**src/rtl/seven_seg_pkg.sv**
```systemverilog
// Shared definitions for the seven-segment display writer.
// Holds the segment patterns (bit 0 = a .. bit 6 = g, active-high), the
// writer FSM state type, display geometry constants and the BCD digit to
// segment encoder.
package seven_seg_pkg;

  localparam int NUM_DIGITS = 6;
  localparam int MAX_VAL    = 999999;

  localparam logic [6:0] SEG_0     = 7'h3F;
  localparam logic [6:0] SEG_1     = 7'h06;
  localparam logic [6:0] SEG_2     = 7'h5B;
  localparam logic [6:0] SEG_3     = 7'h4F;
  localparam logic [6:0] SEG_4     = 7'h66;
  localparam logic [6:0] SEG_5     = 7'h6D;
  localparam logic [6:0] SEG_6     = 7'h7D;
  localparam logic [6:0] SEG_7     = 7'h07;
  localparam logic [6:0] SEG_8     = 7'h7F;
  localparam logic [6:0] SEG_9     = 7'h6F;
  localparam logic [6:0] SEG_BLANK = 7'h00;
  localparam logic [6:0] SEG_DASH  = 7'h40;

  typedef enum logic [1:0] {
    IDLE,
    CONVERT,
    BLANK,
    PENDING
  } state_e;

  // Non-decimal nibbles cannot come out of the converter; show them blank.
  function automatic logic [6:0] bcd_to_seg(input logic [3:0] digit);
    logic [6:0] seg;
    case (digit)
      4'd0:    seg = SEG_0;
      4'd1:    seg = SEG_1;
      4'd2:    seg = SEG_2;
      4'd3:    seg = SEG_3;
      4'd4:    seg = SEG_4;
      4'd5:    seg = SEG_5;
      4'd6:    seg = SEG_6;
      4'd7:    seg = SEG_7;
      4'd8:    seg = SEG_8;
      4'd9:    seg = SEG_9;
      default: seg = SEG_BLANK;
    endcase
    return seg;
  endfunction

endpackage

```
**src/rtl/seven_seg_bin2bcd.sv**
```systemverilog
// Sequential double-dabble binary to BCD converter.
// Ports:
//   clk, reset : clock, asynchronous active-high reset (control state only)
//   start      : load value and begin a conversion (one cycle)
//   value      : unsigned binary input, sampled when start is high
//   done       : high during the cycle whose closing edge performs the final
//                iteration; bcd is valid from the following cycle on
//   bcd        : packed BCD result, digit 0 in bits [3:0]
module seven_seg_bin2bcd #(
  parameter int VAL_W  = 20,
  parameter int DIGITS = 6
) (
  input  logic                  clk,
  input  logic                  reset,
  input  logic                  start,
  input  logic [VAL_W-1:0]      value,
  output logic                  done,
  output logic [4*DIGITS-1:0]   bcd
);

  localparam int BCD_W = 4 * DIGITS;
  localparam int CNT_W = $clog2(VAL_W);

  logic [CNT_W-1:0] cnt_q, cnt_d;
  logic             run_q, run_d;
  logic [VAL_W-1:0] shift_q, shift_d;
  logic [BCD_W-1:0] bcd_q, bcd_d;
  logic [BCD_W-1:0] adj;

  always_comb begin
    done    = run_q && (cnt_q == CNT_W'(VAL_W - 1));
    cnt_d   = cnt_q;
    run_d   = run_q;
    shift_d = shift_q;
    bcd_d   = bcd_q;
    adj     = bcd_q;
    for (int i = 0; i < DIGITS; i++) begin
      if (bcd_q[4*i +: 4] >= 4'd5) adj[4*i +: 4] = bcd_q[4*i +: 4] + 4'd3;
    end
    if (start) begin
      shift_d = value;
      bcd_d   = '0;
      cnt_d   = '0;
      run_d   = 1'b1;
    end else if (run_q) begin
      // Add-3 correction then shift the next binary MSB into the BCD LSB.
      bcd_d   = {adj[BCD_W-2:0], shift_q[VAL_W-1]};
      shift_d = {shift_q[VAL_W-2:0], 1'b0};
      cnt_d   = cnt_q + 1'b1;
      if (done) run_d = 1'b0;
    end
  end

  always_ff @(posedge clk or posedge reset) begin
    if (reset) begin
      cnt_q <= '0;
      run_q <= 1'b0;
    end else begin
      cnt_q <= cnt_d;
      run_q <= run_d;
    end
  end

  always_ff @(posedge clk) begin
    shift_q <= shift_d;
    bcd_q   <= bcd_d;
  end

  assign bcd = bcd_q;

endmodule

```
**src/rtl/seven_seg_display_writer.sv**
```systemverilog
// Writer side of the multiplexed seven-segment display.
// A value accepted on wr_valid/wr_ready is converted to BCD, leading zeros are
// blanked and the segment patterns land in a shadow buffer. The shadow buffer
// is copied to the active buffer only while the scan sits in a dead slot, so
// a live digit never changes mid-frame.
// Ports:
//   clk, reset : clock, asynchronous active-high reset
//   wr_valid   : write request, held until accepted
//   wr_value   : unsigned value to display
//   wr_ready   : block is idle and can accept a write
//   mux_sel    : current scan slot, 0 = least-significant digit
//   seg_out    : segment pattern for mux_sel ([6:0] = g..a, [7] = dp = 0)
//   busy       : conversion running or swap pending
//   overflow   : last accepted value was above MAX_VAL
module seven_seg_display_writer #(
  parameter int NUM_DIGITS = seven_seg_pkg::NUM_DIGITS,
  parameter int VAL_W      = 20,
  parameter int MAX_VAL    = seven_seg_pkg::MAX_VAL
) (
  input  logic             clk,
  input  logic             reset,
  input  logic             wr_valid,
  input  logic [VAL_W-1:0] wr_value,
  output logic             wr_ready,
  input  logic [2:0]       mux_sel,
  output logic [7:0]       seg_out,
  output logic             busy,
  output logic             overflow
);

  import seven_seg_pkg::*;

  state_e     state_q, state_d;
  logic       overflow_q, overflow_d;
  logic [6:0] shadow_q [NUM_DIGITS];
  logic [6:0] shadow_d [NUM_DIGITS];
  logic [6:0] active_q [NUM_DIGITS];
  logic [6:0] active_d [NUM_DIGITS];
  logic [6:0] blanked  [NUM_DIGITS];

  logic                    conv_start;
  logic                    conv_done;
  logic [4*NUM_DIGITS-1:0] conv_bcd;
  logic                    leading;
  logic                    slot_dead;

  seven_seg_bin2bcd #(
    .VAL_W  (VAL_W),
    .DIGITS (NUM_DIGITS)
  ) u_bin2bcd (
    .clk   (clk),
    .reset (reset),
    .start (conv_start),
    .value (wr_value),
    .done  (conv_done),
    .bcd   (conv_bcd)
  );

  // Leading-zero suppression: walk from the top digit down and blank zeros
  // until the first non-zero digit. Digit 0 always shows, so 0 reads "0".
  always_comb begin
    leading = 1'b1;
    for (int i = NUM_DIGITS - 1; i >= 0; i--) begin
      blanked[i] = bcd_to_seg(conv_bcd[4*i +: 4]);
      if ((i != 0) && leading && (conv_bcd[4*i +: 4] == 4'd0)) begin
        blanked[i] = SEG_BLANK;
      end else begin
        leading = 1'b0;
      end
    end
  end

  assign slot_dead = (int'(mux_sel) >= NUM_DIGITS);

  always_comb begin
    state_d    = state_q;
    overflow_d = overflow_q;
    shadow_d   = shadow_q;
    active_d   = active_q;
    conv_start = 1'b0;
    case (state_q)
      IDLE: begin
        if (wr_valid) begin
          if (wr_value > VAL_W'(MAX_VAL)) begin
            for (int i = 0; i < NUM_DIGITS; i++) shadow_d[i] = SEG_DASH;
            overflow_d = 1'b1;
            state_d    = PENDING;
          end else begin
            conv_start = 1'b1;
            overflow_d = 1'b0;
            state_d    = CONVERT;
          end
        end
      end
      CONVERT: begin
        if (conv_done) state_d = BLANK;
      end
      BLANK: begin
        shadow_d = blanked;
        state_d  = PENDING;
      end
      PENDING: begin
        if (slot_dead) begin
          active_d = shadow_q;
          state_d  = IDLE;
        end
      end
      default: state_d = IDLE;
    endcase
  end

  always_ff @(posedge clk or posedge reset) begin
    if (reset) begin
      state_q    <= IDLE;
      overflow_q <= 1'b0;
      for (int i = 0; i < NUM_DIGITS; i++) begin
        shadow_q[i] <= (i == 0) ? SEG_0 : SEG_BLANK;
        active_q[i] <= (i == 0) ? SEG_0 : SEG_BLANK;
      end
    end else begin
      state_q    <= state_d;
      overflow_q <= overflow_d;
      shadow_q   <= shadow_d;
      active_q   <= active_d;
    end
  end

  assign wr_ready = (state_q == IDLE);
  assign busy     = (state_q != IDLE);
  assign overflow = overflow_q;
  assign seg_out  = slot_dead ? 8'h00 : {1'b0, active_q[mux_sel]};

endmodule

```
**config.mk**
```make
export PLATFORM = sky130hd
export DESIGN_NAME = seven_seg_display_writer
export DESIGN_NICKNAME = d
export VERILOG_FILES = /design/src/rtl/seven_seg_pkg.sv /design/src/rtl/seven_seg_bin2bcd.sv /design/src/rtl/seven_seg_display_writer.sv
export SDC_FILE = /design/constraint.sdc
export NUM_CORES = 1
export LEC_CHECK = 0
export BUFFER_PORTS_ARGS = -buffer_cell sky130_fd_sc_hd__buf_2
export CAP_MARGIN = 5
export CORE_MARGIN = 1
export CORE_UTILIZATION = 40
export CTS_CLUSTER_SIZE = 40
export DETAILED_ROUTE_END_ITERATION = 10
export SYNTH_ARGS = -nofsm -noshare
export SYNTH_HDL_FRONTEND = slang
export SYNTH_SLANG_ARGS = --single-unit
```
**constraint.sdc**
```tcl
create_clock -name clk -period 4.54 [get_ports clk]
set_input_delay 0.681 -clock clk [delete_from_list [all_inputs] [get_ports clk]]
set_output_delay 0.681 -clock clk [all_outputs]
set_load 0.01 [all_outputs]
```
==> results.cfg, run 1 <==
[global_routing]
antenna_found_initial = 0
grt_usage_pct = 17.3
grt_pass1_vias = 6405
grt_pass1_wl_mm = 33.1
grt_max_degree = 64
overflow = 0

[critical_path]
cp_slowest_cell = a31oi_4
critPathKind = reg2reg
worstPathArrival_ps = 3720
path_buf_inv = 3
cp-start-kind = flip-flop
crit_required_ps = 4850
timing.rr.start = state_q[0]
r2r_setup_slack_ps = 1140
rr_worst_depth = 12
path_cells = inv_1 -> ha_1 -> and2_0 -> and2_1 -> a31oi_4 -> buf_4 -> and2_1 -> inv_1 -> ha_1 -> nor2_1 -> a21oi_1 -> a221o_1
crit_fanout = 29
critical_path.startpoint = state_q[0]
critPathMaxStageDelay_ps = 630
cp_num_cells = 12
end_kind = flip-flop
crit_family = compound AO/OA/AOI/OAI gates

[min_path]
holdCritPathClass = reg2reg

[die]
die_w_um = 155
fp-row-count = 55
core-area_um2 = 22800
ios = 37
die-height_um = 155
start_util_pct = 41.1
dieArea_um2 = 24000

[cells_and_area]
fin_area_um2 = 10300
diodes = 0
nets = 1088
fin_util_pct = 45.4
synthToLayoutAreaGrowth_pct = 10.5
drive_gt1_share_pct = 12.9

[power]
p_switching_mw = 3.40
power.density_nw_per_um2 = 788
seqPwrFrac_pct = 34.5
peakVddDrop_mv = 0.284
clkPwrFrac_pct = 17.5
power_switching_share_pct = 41.7
leakagePower_nw = 4.84
p_comb_share_pct = 48.1
p_int_mw = 4.75

[place]
placed_cell_area_um2 = 9790
place.gp.congestion = 0.781
io_buffer_count = 35
hpwlAfterDp_mm = 14.0

[flow_run]
timing.max_cap.violations = 0

[synth]
yosys.area.top_type = dfrtp_1
synth_edf_count = 20
syn_area_um2 = 9370
synth_cell_types = 73
yosys.cell_count.top_type = nand2_1
yosysSeqAreaShare_pct = 45.5
ys_ff_latch = 179
avgSynthCellArea_um2 = 9.43
ys_top_cells_by_area = dfrtp_1 (22%), dfxtp_1 (14%), ha_1 (7.6%)
netlist.area_leader.share_pct = 21.6
synth_common_cells = nand2_1 (171), inv_1 (86), dfrtp_1 (81)
ys_async_sr_fraction_pct = 52.0
synthCells = 994
ys.flop_type = dfrtp_1
ys_warn_count = 0
syn_nets = 1077

[sta]
fin_worst_skew_ps = 8.49
finalCritPeriodShare_pct = 74.9
tightest_slew_ps = 1080
hold_viol = 0
whs_ps = 428
tns_ps = 0
timing.final.crit_period_ps = 3400
slew_viol_final = 0
rsz0062_at_grt = no
slew_headroom_pct = 28.3
fmaxAchievable_mhz = 294
finalSetupViolCount = 0

[clock_tree]
cts_tree = yes
hold_buffers = 0
clk-insertion-delay-late_ps = 420
post_cts_resized = 0
cts-buffers-inserted = 17
clock-sinks = 179
clkTransAtPathRegs_ps = 70
clockBufferDepth = 2
root_buffer = clkbuf_16
htree_num_levels = 4
post_cts_buffers = 0

[route]
drc = 0
drtIter0Drc = 435
drt-wirelength-per-cell_um = 14.9
viasPerCell = 5.02
dr.pass1.iters = 4
ant_nets = 0
routed_wl_mm = 19.8
num_vias = 6685

[run_status]
status = completed
final cells by class:
| type | instances | area (µm²) |
|---|---|---|
| Sequential cell | 179 | 4270 |
| Inverter | 87 | 328 |
| Clock inverter | 13 | 129 |
| Clock buffer | 19 | 433 |
| Multi-Input combinational cell | 671 | 4520 |
| Timing Repair Buffer | 49 | 280 |
| Tap cell | 313 | 392 |
| Fill cell | 2197 | 12400 |
per-stage QoR:
step,std cells,setup WS [ps],power (mW)
6_report,1331,1140,8.15
4_1_cts,1331,1140,8.19
5_1_grt,1331,941,8.89
3_5_place_dp,1299,1160,6.73
3_3_place_gp,1299,1200,6.66
2_1_floorplan,994,1460,5.79
power by group through the flow:
| stage | clock network [mW] | registers, mW | logic [mW] |
|---|---|---|---|
| floorplan | 0 | 2.62 | 3.17 |
| global placement | 0 | 2.82 | 3.84 |
| detailed placement | 0 | 2.84 | 3.89 |
| CTS | 1.46 | 2.81 | 3.92 |
| global route | 1.53 | 2.90 | 4.46 |
| finish | 1.42 | 2.81 | 3.92 |
worst register-to-register path, delay by kind of cell, from the launching register on:
family | cells | cell delay (ps)
buffers and inverters | 3 | 530
adders and majority gates | 2 | 540
AOI/OAI and AO/OA | 3 | 990
DFF | 1 | 380
and+or+nand+nor | 4 | 860
cells by family (layout without fill, tap and decap cells):
family	Yosys count	count (layout)	share of synthesized area, %
compound gates	230	230	16.4
buf+inv	144	168	6.44
fa+ha+maj	57	57	7.61
xor+xnor	9	9	0.841
mux	66	66	8.12
other cells	1	1	0.0400
simple gates	308	308	15.0
flops	179	179	45.5
cells in the final DEF (no fill, tap or decap), drive strengths merged, types with 10 or more instances in the layout:
master,Yosys,final
clkbuf,31,19
dfrtp,81,81
a22oi,20,20
ha,57,57
inv,86,95
nand2,171,171
mux2,10,10
o22ai,13,13
a31oi,11,11
edfxtp,20,20
dfxtp,66,66
buf,26,49
dfstp,12,12
mux2i,49,49
o21ai,76,76
and2,18,18
or3b,10,10
a21oi,31,31
nor2,49,49
how the worst min path moves through the flow:
| stage | startpoint | slack (ps) | to | cells past startpoint |
|---|---|---|---|---|
| floorplan | blanked[35] | 390 | shadow_q[35] | 2 |
| CTS | flip-flop | 430 | shadow_q[32] | 2 |
| finish | blanked[39] | 430 | shadow_q[39] | 2 |
| detailed placement | blanked[39] | 420 | shadow_q[39] | 2 |
| global route | flip-flop | 450 | shadow_q[18] | 2 |
| global placement | blanked[36] | 420 | shadow_q[36] | 2 |
layer usage:
layer  global-route usage (%)  wire, µm  vias up
met1                     25.2     10500     3158
li1                         -         -     3443
met4                     4.67       130        0
met5                        0         0        -
met3                     2.92       468       10
met2                     26.5      8710       74
Note: power is estimated with default switching activity, not from simulation.
==> run 2, diff against run 1 <==
--- a/config.mk
+++ b/config.mk
@@ -5,6 +5,7 @@
 export SDC_FILE = /design/constraint.sdc
 export NUM_CORES = 1
 export LEC_CHECK = 0
+export ABC_AREA = 1
 export BUFFER_PORTS_ARGS = -buffer_cell sky130_fd_sc_hd__buf_2
 export CAP_MARGIN = 5
 export CORE_MARGIN = 1
==> constraint.sdc (replaced) <==
create_clock -name clk -period 2.8 [get_ports clk]
set_input_delay 0.42 -clock clk [delete_from_list [all_inputs] [get_ports clk]]
set_output_delay 0.42 -clock clk [all_outputs]
set_load 0.01 [all_outputs]
==> run 2 against run 1 <==
Sequential cell count unchanged. Global-route usage shrank 0.64 points. Count of clock-buffer cells in the layout increased by 1. Setup slack worse by 730 ps. Hold slack worse by 340 ps. Combinational power shrank 18%. Die area decreased by 1.9%. Critical path depth is 1 higher. Via count increased by 5.1%. Critical path type unchanged.
==> results.cfg, run 2 <==
[run_status]
status = completed

[cells_and_area]
diodes = 0
nets = 1288
drive_gt1_share_pct = 12.2
synthToLayoutAreaGrowth_pct = 11.8
final_common_cell = nand2_1
multi_input_area_um2 = 4090
fillers = 2214
fin_area_um2 = 10300
mostFrequentLayoutCells = nand2_1 (375), inv_1 (152), nand3_1 (113), o21ai_0 (113), dfrtp_1 (81)
fin_util_pct = 45.5
regArea_um2 = 4260

[synth]
synth_common_cells = nand2_1 (375), inv_1 (153), nand3_1 (114)
synthCells = 1166
syn_nets = 1249
syn_area_um2 = 9190
ys_ff_latch = 179
ys_warn_count = 0
yosys.area.top_type = dfrtp_1
avgSynthCellArea_um2 = 7.88
synth_edf_count = 20
ys_async_sr_fraction_pct = 52.0
ys.flop_type = dfrtp_1
yosys.cell_count.top_type = nand2_1
synth_cell_types = 38
yosysSeqAreaShare_pct = 46.4
ys_top_cells_by_area = dfrtp_1 (22%), nand2_1 (15%), dfxtp_1 (14%)
netlist.area_leader.share_pct = 22.1

[clock_tree]
cts_tree = yes
hold_buffers = 0
root_buffer = clkbuf_16
clock-sinks = 179
clk-insertion-delay-late_ps = 430
cts-buffers-inserted = 17
clkTransAtPathRegs_ps = 70
post_cts_resized = 0
post_cts_buffers = 0
clockBufferDepth = 2
htree_num_levels = 4

[die]
core-area_um2 = 22600
die_w_um = 154
start_util_pct = 40.7
dieArea_um2 = 23600
die-height_um = 154
ios = 37
fp-row-count = 55

[global_routing]
met1_usage_pct = 24.3
grt_pass1_wl_mm = 32.0
use_met2_pct = 25.4
grt_usage_pct = 16.7
grt_pass1_vias = 6681
use_met3_pct = 2.23
grt_max_degree = 53
grt_busiest_layer = met2
antenna_found_initial = 0
overflow = 0

[sta]
hold_viol = 0
tns_ps = 0
finalCritPeriodShare_pct = 85.6
fin_worst_skew_ps = 15.5
slew_headroom_pct = 54.3
tightest_slew_ps = 685
fin_ws_ps = 404
finalSetupViolCount = 0
rsz0062_at_grt = no
fmaxAchievable_mhz = 417
whs_ps = 85.6
slew_viol_final = 0
timing.final.crit_period_ps = 2400

[route]
drc = 0
dr.pass1.iters = 5
drtIter0Drc = 395
routed_wl_mm = 18.4
viasPerCell = 4.67
ant_nets = 0
num_vias = 7023
drt-wirelength-per-cell_um = 12.3

[critical_path]
cp-start-kind = flip-flop
crit_fanout = 24
rr_worst_depth = 13
worstPathArrival_ps = 2700
crit_required_ps = 3110
critical_path.startpoint = state_q[0]
timing.rr.start = state_q[0]
cp_slowest_cell = dfrtp_1
end_kind = flip-flop
r2r_setup_slack_ps = 400
path_cells = inv_1 -> ha_1 -> nand2_1 -> inv_1 -> nand3_4 -> buf_4 -> nand2_1 -> inv_1 -> ha_1 -> inv_1 -> nand3_1 -> nand2_1 -> nand2_1
critPathKind = reg2reg
critPathMaxStageDelay_ps = 410

[power]
peakVddDrop_mv = 0.414
leakagePower_nw = 5.45
power.density_nw_per_um2 = 900

[place]
place_ws_ps = 388
place.gp.congestion = 0.810
placed_cell_area_um2 = 9690
io_buffer_count = 35
hpwlAfterDp_mm = 13.4

[min_path]
holdCritPathClass = in2async

[flow_run]
timing.max_cap.violations = 0
run 2: worst max-delay path by stage:
stage | to | depth (start not counted)
global placement | flip-flop | 15
floorplan | blanked[36] | 14
global route | flip-flop | 13
detailed placement | flip-flop | 13
CTS | flip-flop | 13
finish | flip-flop | 13
run 2: layout make-up:
type                            count  share of cell area [%]
Sequential cell                   179                    41.5
Multi-Input combinational cell    789                    39.8
Inverter                          159                    5.87
Clock buffer                       20                    4.46
Timing Repair Buffer               59                    3.70
Tap cell                          285                    3.47
Clock inverter                     12                    1.16
run 2: power by group:
part / leakage [nW] / internal, mW / total (mW) / switching, mW
clock network: 0.288 / 1.30 / 2.35 / 1.05
logic: 3.20 / 1.10 / 3.23 / 2.13
registers: 1.97 / 3.38 / 3.66 / 0.275
total: 5.45 / 5.78 / 9.24 / 3.46
run 2: critical path, delay by kind of cell, from the launching register on:
family                     cells  cell delay (ps)
buffers and inverters          5              660
adders and majority gates      2              520
DFF                            1              410
and+or+nand+nor                6              700
run 2: metrics by stage:
| stage | total power, mW | cells |
|---|---|---|
| 2_1_floorplan | 6.17 | 1166 |
| 3_3_place_gp | 6.91 | 1471 |
| 3_5_place_dp | 6.95 | 1471 |
| 4_1_cts | 9.33 | 1503 |
| 5_1_grt | 10.0 | 1503 |
| 6_report | 9.24 | 1503 |
run 2: kinds of logic after synthesis:
family | count (synthesis) | share of synthesized area, %
AND/OR/NAND/NOR | 576 | 27.4
buffers and inverters | 198 | 9.15
flip-flops | 179 | 46.4
AO/OA/AOI/OAI | 143 | 7.90
adder cells (fa/ha/maj) | 57 | 7.76
multiplexers | 9 | 1.03
XOR/XNOR | 3 | 0.286
other | 1 | 0.0408
run 2: per-layer routing:
metal	vias to the layer above	part of all wire, %
met4	0	1.5
met2	96	43
met5	-	0
met1	3154	53
met3	18	2.4
li1	3755	-
